`config.mk`:
```
export PLATFORM = sky130hd
export DESIGN_NAME = ps2_key_fifo
export DESIGN_NICKNAME = d
export VERILOG_FILES = /design/src/rtl/aznable_pkg.sv /design/src/rtl/keyfifo_mem.sv /design/src/rtl/ps2_key_fifo.sv
export SDC_FILE = /design/constraint.sdc
export NUM_CORES = 1
export LEC_CHECK = 0
export CORE_UTILIZATION = 35
export DETAILED_ROUTE_END_ITERATION = 8
export SLEW_MARGIN = 20
export SYNTH_ARGS = -nofsm -noshare
export SYNTH_HDL_FRONTEND = slang
export SYNTH_HIERARCHICAL = 1
export SYNTH_SLANG_ARGS = --single-unit
```
`constraint.sdc`:
```
create_clock -name clk_sys -period 3.12 [get_ports clk_sys]
set_input_delay 0.468 -clock clk_sys [delete_from_list [all_inputs] [get_ports clk_sys]]
set_output_delay 0.468 -clock clk_sys [all_outputs]
set_load 0.05 [all_outputs]
```
`src/rtl/aznable_pkg.sv`:
```
// Shared constants for the aznable keyboard FIFO window.
package aznable_pkg;

  // Register select values on cpu_addr[1:0]
  localparam logic [1:0] KEYFIFO_REG_STATUS = 2'd0;
  localparam logic [1:0] KEYFIFO_REG_CODE   = 2'd1;
  localparam logic [1:0] KEYFIFO_REG_FLAGS  = 2'd2;

  // One FIFO entry is {pressed, extended, scancode[7:0]}
  localparam int KEYFIFO_ENTRY_W = 10;

  // Upper address byte (cpu_addr[15:8]) decoded outside this block
  localparam logic [7:0] KEYFIFO_BASE = 8'h78;

  // STATUS byte assembly: {empty, overflow, count[5:0]}
  function automatic logic [7:0] keyfifo_status(input logic empty,
                                                input logic overflow,
                                                input logic [6:0] count);
    return {empty, overflow, count[5:0]};
  endfunction

endpackage

```
`src/rtl/keyfifo_mem.sv`:
```
// Key event storage: 2**DEPTH_LOG2 x KEYFIFO_ENTRY_W register array,
// synchronous write, asynchronous read.
module keyfifo_mem
  import aznable_pkg::*;
#(
  parameter int DEPTH_LOG2 = 4
) (
  input  logic                       clk_sys,
  input  logic                       we,
  input  logic [DEPTH_LOG2-1:0]      waddr,
  input  logic [KEYFIFO_ENTRY_W-1:0] wdata,
  input  logic [DEPTH_LOG2-1:0]      raddr,
  output logic [KEYFIFO_ENTRY_W-1:0] rdata
);

  localparam int DEPTH = 1 << DEPTH_LOG2;

  logic [KEYFIFO_ENTRY_W-1:0] mem_q [DEPTH];

  // Storage carries no reset; the pointers define which slots are valid
  always_ff @(posedge clk_sys) begin
    if (we) begin
      mem_q[waddr] <= wdata;
    end
  end

  // Head entry is visible without a read cycle
  assign rdata = mem_q[raddr];

endmodule

```
`src/rtl/ps2_key_fifo.sv`:
```
// ps2_key event FIFO with a three-register CPU read window.
// Optional feature macro: PS2_KEY_REPEAT_FILTER_EN (drops typematic repeats).
module ps2_key_fifo
  import aznable_pkg::*;
#(
  parameter int DEPTH_LOG2 = 4
) (
  input  logic        clk_sys,
  input  logic        reset_n,
  input  logic [10:0] ps2_key,
  input  logic        cs,
  input  logic [1:0]  cpu_addr,
  input  logic        cpu_rd_n,
  input  logic        cpu_wr_n,
  input  logic [7:0]  cpu_dout,
  output logic [7:0]  data_out,
  output logic        irq_pending
);

  localparam int DEPTH = 1 << DEPTH_LOG2;
  localparam int CW    = DEPTH_LOG2 + 1;

  logic [DEPTH_LOG2-1:0]      wr_ptr_q, wr_ptr_d;
  logic [DEPTH_LOG2-1:0]      rd_ptr_q, rd_ptr_d;
  logic [CW-1:0]              count_q, count_d;
  logic                       overflow_q, overflow_d;
  logic                       toggle_q, toggle_d;
  logic                       rd_n_q, rd_n_d;

  logic                       key_event;
  logic                       accept_event;
  logic                       pop_req;
  logic                       clear_req;
  logic                       do_pop;
  logic                       do_push;
  logic                       fifo_empty;
  logic                       fifo_full;
  logic [KEYFIFO_ENTRY_W-1:0] head;
  logic [6:0]                 count_ext;

  // Write data is irrelevant: any STATUS write means "clear"
  logic                       unused_cpu_dout;
  assign unused_cpu_dout = ^cpu_dout;

  // Event detection and CPU strobe decode
  always_comb begin
    key_event = ps2_key[10] != toggle_q;
    pop_req   = ~rd_n_q & cpu_rd_n & cs & (cpu_addr == KEYFIFO_REG_CODE);
    clear_req = ~cpu_wr_n & cs & (cpu_addr == KEYFIFO_REG_STATUS);
  end

`ifdef PS2_KEY_REPEAT_FILTER_EN
  logic [8:0] last_down_q, last_down_d;
  logic       last_valid_q, last_valid_d;
  logic       last_match;

  // Typematic filter: a press that repeats the held key is not queued
  always_comb begin
    last_down_d  = last_down_q;
    last_valid_d = last_valid_q;
    last_match   = last_valid_q & (last_down_q == ps2_key[8:0]);
    accept_event = key_event;
    if (key_event) begin
      if (ps2_key[9]) begin
        if (last_match) begin
          accept_event = 1'b0;
        end else begin
          last_down_d  = ps2_key[8:0];
          last_valid_d = 1'b1;
        end
      end else if (last_match) begin
        last_valid_d = 1'b0;
      end
    end
    if (clear_req) begin
      last_down_d  = '0;
      last_valid_d = 1'b0;
    end
  end

  // Held-key tracking registers
  always_ff @(posedge clk_sys or negedge reset_n) begin
    if (!reset_n) begin
      last_down_q  <= '0;
      last_valid_q <= 1'b0;
    end else begin
      last_down_q  <= last_down_d;
      last_valid_q <= last_valid_d;
    end
  end
`else
  // Every event goes to the FIFO
  always_comb begin
    accept_event = key_event;
  end
`endif

  // Pointer, count and overflow next-state; clear beats push and pop,
  // and a pop frees the slot for a push on the same edge when full
  always_comb begin
    fifo_empty = count_q == '0;
    fifo_full  = count_q == CW'(DEPTH);
    do_pop     = pop_req & ~fifo_empty & ~clear_req;
    do_push    = accept_event & ~clear_req & (~fifo_full | do_pop);

    wr_ptr_d   = wr_ptr_q;
    rd_ptr_d   = rd_ptr_q;
    count_d    = count_q;
    overflow_d = overflow_q;
    toggle_d   = ps2_key[10];
    rd_n_d     = cpu_rd_n;

    if (clear_req) begin
      wr_ptr_d   = '0;
      rd_ptr_d   = '0;
      count_d    = '0;
      overflow_d = 1'b0;
    end else begin
      if (do_push) begin
        wr_ptr_d = wr_ptr_q + DEPTH_LOG2'(1);
      end
      if (do_pop) begin
        rd_ptr_d = rd_ptr_q + DEPTH_LOG2'(1);
      end
      if (do_push && !do_pop) begin
        count_d = count_q + CW'(1);
      end else if (do_pop && !do_push) begin
        count_d = count_q - CW'(1);
      end
      if (accept_event && !do_push) begin
        overflow_d = 1'b1;
      end
    end
  end

  // Control registers
  always_ff @(posedge clk_sys or negedge reset_n) begin
    if (!reset_n) begin
      wr_ptr_q   <= '0;
      rd_ptr_q   <= '0;
      count_q    <= '0;
      overflow_q <= 1'b0;
      toggle_q   <= 1'b0;
      rd_n_q     <= 1'b1;
    end else begin
      wr_ptr_q   <= wr_ptr_d;
      rd_ptr_q   <= rd_ptr_d;
      count_q    <= count_d;
      overflow_q <= overflow_d;
      toggle_q   <= toggle_d;
      rd_n_q     <= rd_n_d;
    end
  end

  keyfifo_mem #(
    .DEPTH_LOG2(DEPTH_LOG2)
  ) u_mem (
    .clk_sys(clk_sys),
    .we     (do_push),
    .waddr  (wr_ptr_q),
    .wdata  (ps2_key[KEYFIFO_ENTRY_W-1:0]),
    .raddr  (rd_ptr_q),
    .rdata  (head)
  );

  // CPU read mux; the bus is driven to zero while the window is deselected
  // so the shared data mux upstream sees a quiet source
  always_comb begin
    count_ext = 7'(count_q);
    data_out  = 8'h00;
    if (cs) begin
      case (cpu_addr)
        KEYFIFO_REG_STATUS: data_out = keyfifo_status(fifo_empty, overflow_q, count_ext);
        KEYFIFO_REG_CODE:   data_out = fifo_empty ? 8'h00 : head[7:0];
        KEYFIFO_REG_FLAGS:  data_out = fifo_empty ? 8'h00 : {6'b0, head[9], head[8]};
        default:            data_out = 8'h00;
      endcase
    end
  end

  assign irq_pending = ~fifo_empty;

endmodule

```
==> flow_metrics.env, run 1 <==
export IMPL_num_antenna_cells=0
export IMPL_async_reset_ff_share_pct=9.09
export IMPL_ys_seq_area_share_pct=70.5
export IMPL_switching_share_pct=27.7
export IMPL_wl_per_cell_um=20.6
export IMPL_rr_startpoint="count_q[3]$_DFFE_PN0P_"
export IMPL_syn_area_per_cell_um2=18.0
export IMPL_die_area_um2=21700
export IMPL_finalCritPeriodShare_pct=97.4
export IMPL_fin_area_um2=8960
export IMPL_drt_wl_total_um=15700
export IMPL_place_congestion=0.799
export IMPL_setup_viol=0
export IMPL_path_max_fanout=14
export IMPL_vias=4081
export IMPL_syn_area_um2=7390
export IMPL_cts_buffer_depth=2
export IMPL_ios=35
export IMPL_drt_pre_antenna_iters=5
export IMPL_start_util_pct=36.1
export IMPL_p_comb_share_pct=25.2
export IMPL_place_hpwl_um=9940
export IMPL_synth_cell_type_count=52
export IMPL_htreeDepth=4
export IMPL_ff2ff_path_depth=9
export IMPL_slew_headroom_pct=25.2
export IMPL_cp_data_required_time_ps=2650
export IMPL_worstSkewPairLatency_ps=430
export IMPL_path_class="register to primary output"
export IMPL_cts_clk_slew_worst_paths_ps=70
export IMPL_status="finished clean"
export IMPL_die_y_um=147
export IMPL_hold_violations=0
export IMPL_rows=52
export IMPL_maxSlewViolCount=0
export IMPL_clkPwrFrac_pct=30.9
export IMPL_via_per_inst=5.36
export IMPL_grt_max_degree=34
export IMPL_pwr_share_seq_pct=43.9
export IMPL_postLayoutCoreUtil_pct=43.7
export IMPL_regArea_um2=5210
export IMPL_rrSetupSlack_ps=380
export IMPL_p_leak_nw=2.97
export IMPL_synth_edff_count=160
export IMPL_ys_ff_latch=176
export IMPL_maxCapViolCount=0
export IMPL_p_int_mw=4.88
export IMPL_dp_slack_ps=-91.4
export IMPL_syn2layout_area_growth_pct=21.3
export IMPL_fmax_mhz=329
export IMPL_synth_top_area_share_pct=65.0
export IMPL_drc=0
export IMPL_grt_pass1_wl_um=24100
export IMPL_drive_above_1_share_pct=25.8
export IMPL_ir_drop_v=0.000382
export IMPL_p_sw_mw=1.87
export IMPL_numCtsBuffers=17
export IMPL_dieWidth_um=147
export IMPL_hold_class="input port to asynchronous set/reset pin"
export IMPL_synthFlopType="edfxtp_1"
export IMPL_layout_common_cells="edfxtp_1, buf_4, mux4_2"
export IMPL_yosys_warnings=6
export IMPL_hold_buffers=0
export IMPL_drt_initial_drc_count=213
export IMPL_fin_crit_ps=3040
export IMPL_detail_route_antenna_nets=0
export IMPL_cts_sinks=176
export IMPL_cp_end_kind="primary output"
export IMPL_grt_pass1_vias=4161
export IMPL_portBuffers=26
export IMPL_fin_ws_ps=82.0
export IMPL_critPathLaunch="rd_ptr_q[0]$_DFFE_PN0P_"
export IMPL_final_setup_skew_ps=15.0
export IMPL_tns_ps=0
export IMPL_track_usage_pct=15.3
export IMPL_fill_cells=1792
export IMPL_overflow=0
export IMPL_powerDensity_nw_per_um2=753
export IMPL_multi_input_area_um2=2090
export IMPL_post_dp_cell_area_um2=8290
export IMPL_synth_cells=410
export IMPL_nNetsFinal=513
export IMPL_antenna_found_initial=0
export IMPL_worst_slew_pin_slew_ps=1120
export IMPL_worstPathArrival_ps=2570
export IMPL_core_region_area_um2=20500
export IMPL_yosys_top_cells_area="edfxtp_1, mux4_2, dfrtp_1, mux4_1, a22oi_1"
export IMPL_cts_tree="built"
export IMPL_cp_start_kind="register"
export IMPL_final_common_cell="edfxtp_1"
export IMPL_cts_root_buf="clkbuf_16"
export IMPL_synth_largest_area_cell="edfxtp_1"
export IMPL_syn_num_nets=443
export IMPL_timing_rr_end="count_q[4]$_DFFE_PN0P_"
[power by group through the flow]
stage	clock [mW]	sequential, mW	combinational (mW)
floorplan	0	2.98	1.04
global placement	0	3.02	1.57
detailed placement	0	3.03	1.60
CTS	2.12	2.98	1.63
global route	2.21	2.99	1.84
finish	2.08	2.96	1.70
[cell usage after synthesis, types with 2 or more instances]
library cell  number
nand2b_1           8
nand3b_1           2
o31ai_1            2
mux4_1            12
buf_8              2
nor4_1             2
mux4_2            28
a22oi_1           20
nand4b_1           2
buf_6              2
edfxtp_1         160
buf_1              5
o211ai_1           5
nand2_1           26
inv_1              2
o21ai_0            6
buf_4              2
xnor2_1            2
a21o_1             2
or3_1              2
or4_1              4
nor3_1             7
nor2b_1            3
a21oi_1           15
nor2_1            19
nand3_1           14
a31oi_1            2
ha_1               6
xor2_1             2
dfrtp_1           15
mux2i_1            4
clkbuf_1           7
[worst max-delay path by stage]
stage          cells past startpoint                            to
3_3_place_gp                       7   u_mem/mem_q[6][0]$_DFFE_PP_
5_1_grt                            8                   data_out[0]
4_1_cts                            7                   data_out[3]
6_report                           8                   data_out[3]
3_5_place_dp                       7  u_mem/mem_q[10][6]$_DFFE_PP_
2_1_floorplan                      6   u_mem/mem_q[0][0]$_DFFE_PP_
[metal layers]
layer | wire length (um) | up-vias | global-route usage (%)
met3 | 822 | 15 | 3.98
li1 | - | 1816 | -
met2 | 7540 | 125 | 24.3
met4 | 145 | 0 | 4.64
met1 | 7180 | 2125 | 20.7
met5 | 0 | - | 0
[flip-flops by register name, summed over array words and instances, names as in the netlist]
name / cells
wr_ptr_q: 4
toggle_q: 1
overflow_q: 1
rd_n_q: 1
rd_ptr_q: 4
count_q: 5
u_mem/mem_q: 160
[layout make-up]
class,instances,area share (%)
inverter,3,0.126
tap,270,3.77
timing repair buffer,70,8.21
clock inverter,13,1.62
sequential,176,58.1
clock buffer,18,4.79
multi-input combinational,212,23.4
[metrics by stage]
stage               hold slack, ps  cells  power (mW)
floorplan                      172    410        4.02
global placement               504    726        4.58
detailed placement             497    726        4.63
CTS                            513    759        6.73
global route                   531    762        7.05
finish                         510    762        6.75
[cells by family (layout without fill, tap and decap cells)]
logic type	count (synthesis)	count (layout)	synth area share, %
multiplexers	44	44	13.3
buffers and inverters	22	104	1.74
adder cells (fa/ha/maj)	7	7	1.29
AO/OA/AOI/OAI	57	57	5.15
AND/OR/NAND/NOR	99	99	7.25
XOR/XNOR	5	5	0.779
flip-flops	176	176	70.5
[worst max-delay path, stage by stage (launching register included)]
cell	delay [ps]
dfrtp_4	430
buf_12	140
buf_12	170
mux4_1	610
a22oi_2	280
nand2_1	120
nand3_1	110
a21oi_1	110
buf_12	160
[timing repair]
action,in CTS,in global routing
pin swaps,0,0
setup buffers,2,3
resized for setup,3,7
setup endpoints to repair,7,8
Note: power is estimated with default switching activity, not from simulation.
==> inputs of run 2 (changes only) <==
--- a/config.mk
+++ b/config.mk
@@ -5,6 +5,7 @@
 export SDC_FILE = /design/constraint.sdc
 export NUM_CORES = 1
 export LEC_CHECK = 0
+export CORE_MARGIN = 10
 export CORE_UTILIZATION = 35
 export DETAILED_ROUTE_END_ITERATION = 8
 export SLEW_MARGIN = 20
==> run 2 against run 1 <==
Cell area grew 0.59%. Register-to-register slack got worse by 50 ps. Die area rose by 26%. Combinational power is 2% lower. Worst hold slack gained 6.2 ps. Routed wire length grew 1.2%. Critical path depth decreased by 1. Total power decreased by 1.3%. Clock power shrank 2%. Critical path type unchanged. Critical endpoint unchanged.
==> flow_metrics.env, run 2 (synthesis results as in run 1) <==
export IMPL_status="finished clean"
export IMPL_die_area_um2=27300
export IMPL_num_antenna_cells=0
export IMPL_vias=4115
export IMPL_place_hpwl_um=10300
export IMPL_rows=53
export IMPL_core_region_area_um2=20900
export IMPL_largest_reg_flops=160
export IMPL_worstPathArrival_ps=2570
export IMPL_worst_slew_pin_slew_ps=823
export IMPL_slew_headroom_pct=45.0
export IMPL_finalPower_mw=6.66
export IMPL_hold_buffers=0
export IMPL_path_class="register to primary output"
export IMPL_regArea_um2=5210
export IMPL_hold_ws_ps=516
export IMPL_detail_route_antenna_nets=0
export IMPL_die_y_um=165
export IMPL_wl_per_cell_um=20.3
export IMPL_rr_startpoint="count_q[3]$_DFFE_PN0P_"
export IMPL_post_dp_cell_area_um2=8330
export IMPL_dieWidth_um=165
export IMPL_p_leak_nw=3.03
export IMPL_htreeDepth=4
export IMPL_finalCritPeriodShare_pct=97.3
export IMPL_rsz0062_at_grt="false"
export IMPL_fin_area_um2=9010
export IMPL_ff2ff_path_depth=9
export IMPL_drt_wl_total_um=15900
export IMPL_cts_sinks=176
export IMPL_fin_crit_ps=3040
export IMPL_grt_pass1_vias=4243
export IMPL_syn2layout_area_growth_pct=22.0
export IMPL_cp_data_required_time_ps=2650
export IMPL_powerDensity_nw_per_um2=739
export IMPL_maxCapViolCount=0
export IMPL_drt_initial_drc_count=240
export IMPL_track_usage_pct=12.1
export IMPL_antenna_found_initial=1
export IMPL_final_setup_skew_ps=9.43
export IMPL_tns_ps=0
export IMPL_ios=35
export IMPL_timing_rr_end="count_q[4]$_DFFE_PN0P_"
export IMPL_hold_violations=0
export IMPL_cts_tree="built"
export IMPL_cts_buffer_depth=2
export IMPL_regMostFlops="u_mem/mem_q"
export IMPL_fmax_mhz=329
export IMPL_hold_class="input port to asynchronous set/reset pin"
export IMPL_ir_drop_v=0.000433
export IMPL_layout_common_cells="edfxtp_1, buf_4, mux4_2"
export IMPL_rrSetupSlack_ps=330
export IMPL_drive_above_1_share_pct=26.7
export IMPL_cts_root_buf="clkbuf_16"
export IMPL_crit_slowest_cell="mux4_1"
export IMPL_path_max_fanout=10
export IMPL_cp_start_kind="register"
export IMPL_start_util_pct=35.4
export IMPL_setup_viol=0
export IMPL_via_per_inst=5.27
export IMPL_nNetsFinal=526
export IMPL_cts_clk_slew_worst_paths_ps=70
export IMPL_final_common_cell="edfxtp_1"
export IMPL_numCtsBuffers=17
export IMPL_worstSkewPairLatency_ps=420
export IMPL_fill_cells=1805
export IMPL_overflow=0
export IMPL_grt_max_degree=44
export IMPL_place_congestion=0.824
export IMPL_maxSlewViolCount=0
export IMPL_drc=0
export IMPL_path_cells="buf_6 > mux4_1 > a22oi_2 > nand2_1 > nand3_1 > a21oi_1 > buf_12"
export IMPL_multi_input_area_um2=2060
export IMPL_reg_top3="u_mem/mem_q (160), count_q (5)"
export IMPL_drt_pre_antenna_iters=4
export IMPL_portBuffers=26
export IMPL_crit_path_max_incr_delay_ps=610
export IMPL_cp_end_kind="primary output"
export IMPL_grt_pass1_wl_um=24500
run 2: changes by cell type in the layout (fill, tap and decap cells not counted), moves of 2 or more:
| cell | change |
|---|---|
| a22oi_1 | +5 |
| a22oi_2 | -5 |
| buf_12 | -2 |
| buf_4 | +14 |
| bufinv_16 | -2 |
| clkinv_1 | -4 |
| inv_6 | +3 |
| inv_8 | +2 |
| nor2_1 | +4 |
| nor2_2 | -4 |
run 2: worst max path at each step:
stage / from / endpoint / slack (ps) / depth (start not counted)
2_1_floorplan: cpu_addr[1] / u_mem/mem_q[0][0]$_DFFE_PP_ / 300 / 6
5_1_grt: rd_ptr_q[0]$_DFFE_PN0P_ / data_out[3] / 1 / 7
3_3_place_gp: cs / count_q[4]$_DFFE_PN0P_ / 100 / 11
3_5_place_dp: cpu_addr[0] / count_q[4]$_DFFE_PN0P_ / 70 / 11
4_1_cts: rd_ptr_q[0]$_DFFE_PN0P_ / data_out[3] / 7 / 7
6_report: rd_ptr_q[0]$_DFFE_PN0P_ / data_out[3] / 80 / 7
run 2: final cells by class:
class / instances / area share, %
clock buffer: 17 / 4.72
clock inverter: 15 / 1.68
inverter: 3 / 0.125
multi-input combinational: 212 / 22.8
sequential: 176 / 57.8
tap: 275 / 3.82
timing repair buffer: 83 / 9.05
run 2: power by group:
group	leakage (nW)	internal [mW]	switching (mW)
Sequential	1.64	2.82	0.139
Clock	0.271	1.12	0.919
Combinational	1.12	0.808	0.850
Total	3.03	4.75	1.91
run 2: repair_timing:
item	in CTS	in global routing
gates resized for setup	3	2
hold endpoints to repair	0	0
pin swaps	0	0
buffers inserted	0	11
setup endpoints to repair	3	4
run 2: per-stage QoR:
stage | instances | util (%) | setup slack, ps
2_1_floorplan | 410 | - | 302
6_report | 781 | 43.2 | 83.5
3_5_place_dp | 738 | 39.9 | 66.9
3_3_place_gp | 738 | 39.9 | 104
4_1_cts | 770 | 42.7 | 7.30
5_1_grt | 781 | 43.2 | 1.19
run 2: worst max-delay path: cells and delay by family (launching register included):
family                 cells  cell delay [ps]
AND/OR/NAND/NOR            2              280
multiplexers               1              610
AO/OA/AOI/OAI              2              380
flip-flops                 1              470
buffers and inverters      2              380
run 2: layer usage:
metal	vias to the layer above	global-route usage, %	wire [um]
met1	2130	15.7	7060
li1	1846	-	-
met5	-	0	11
met4	2	3.51	204
met3	17	3.30	983
met2	120	19.6	7630
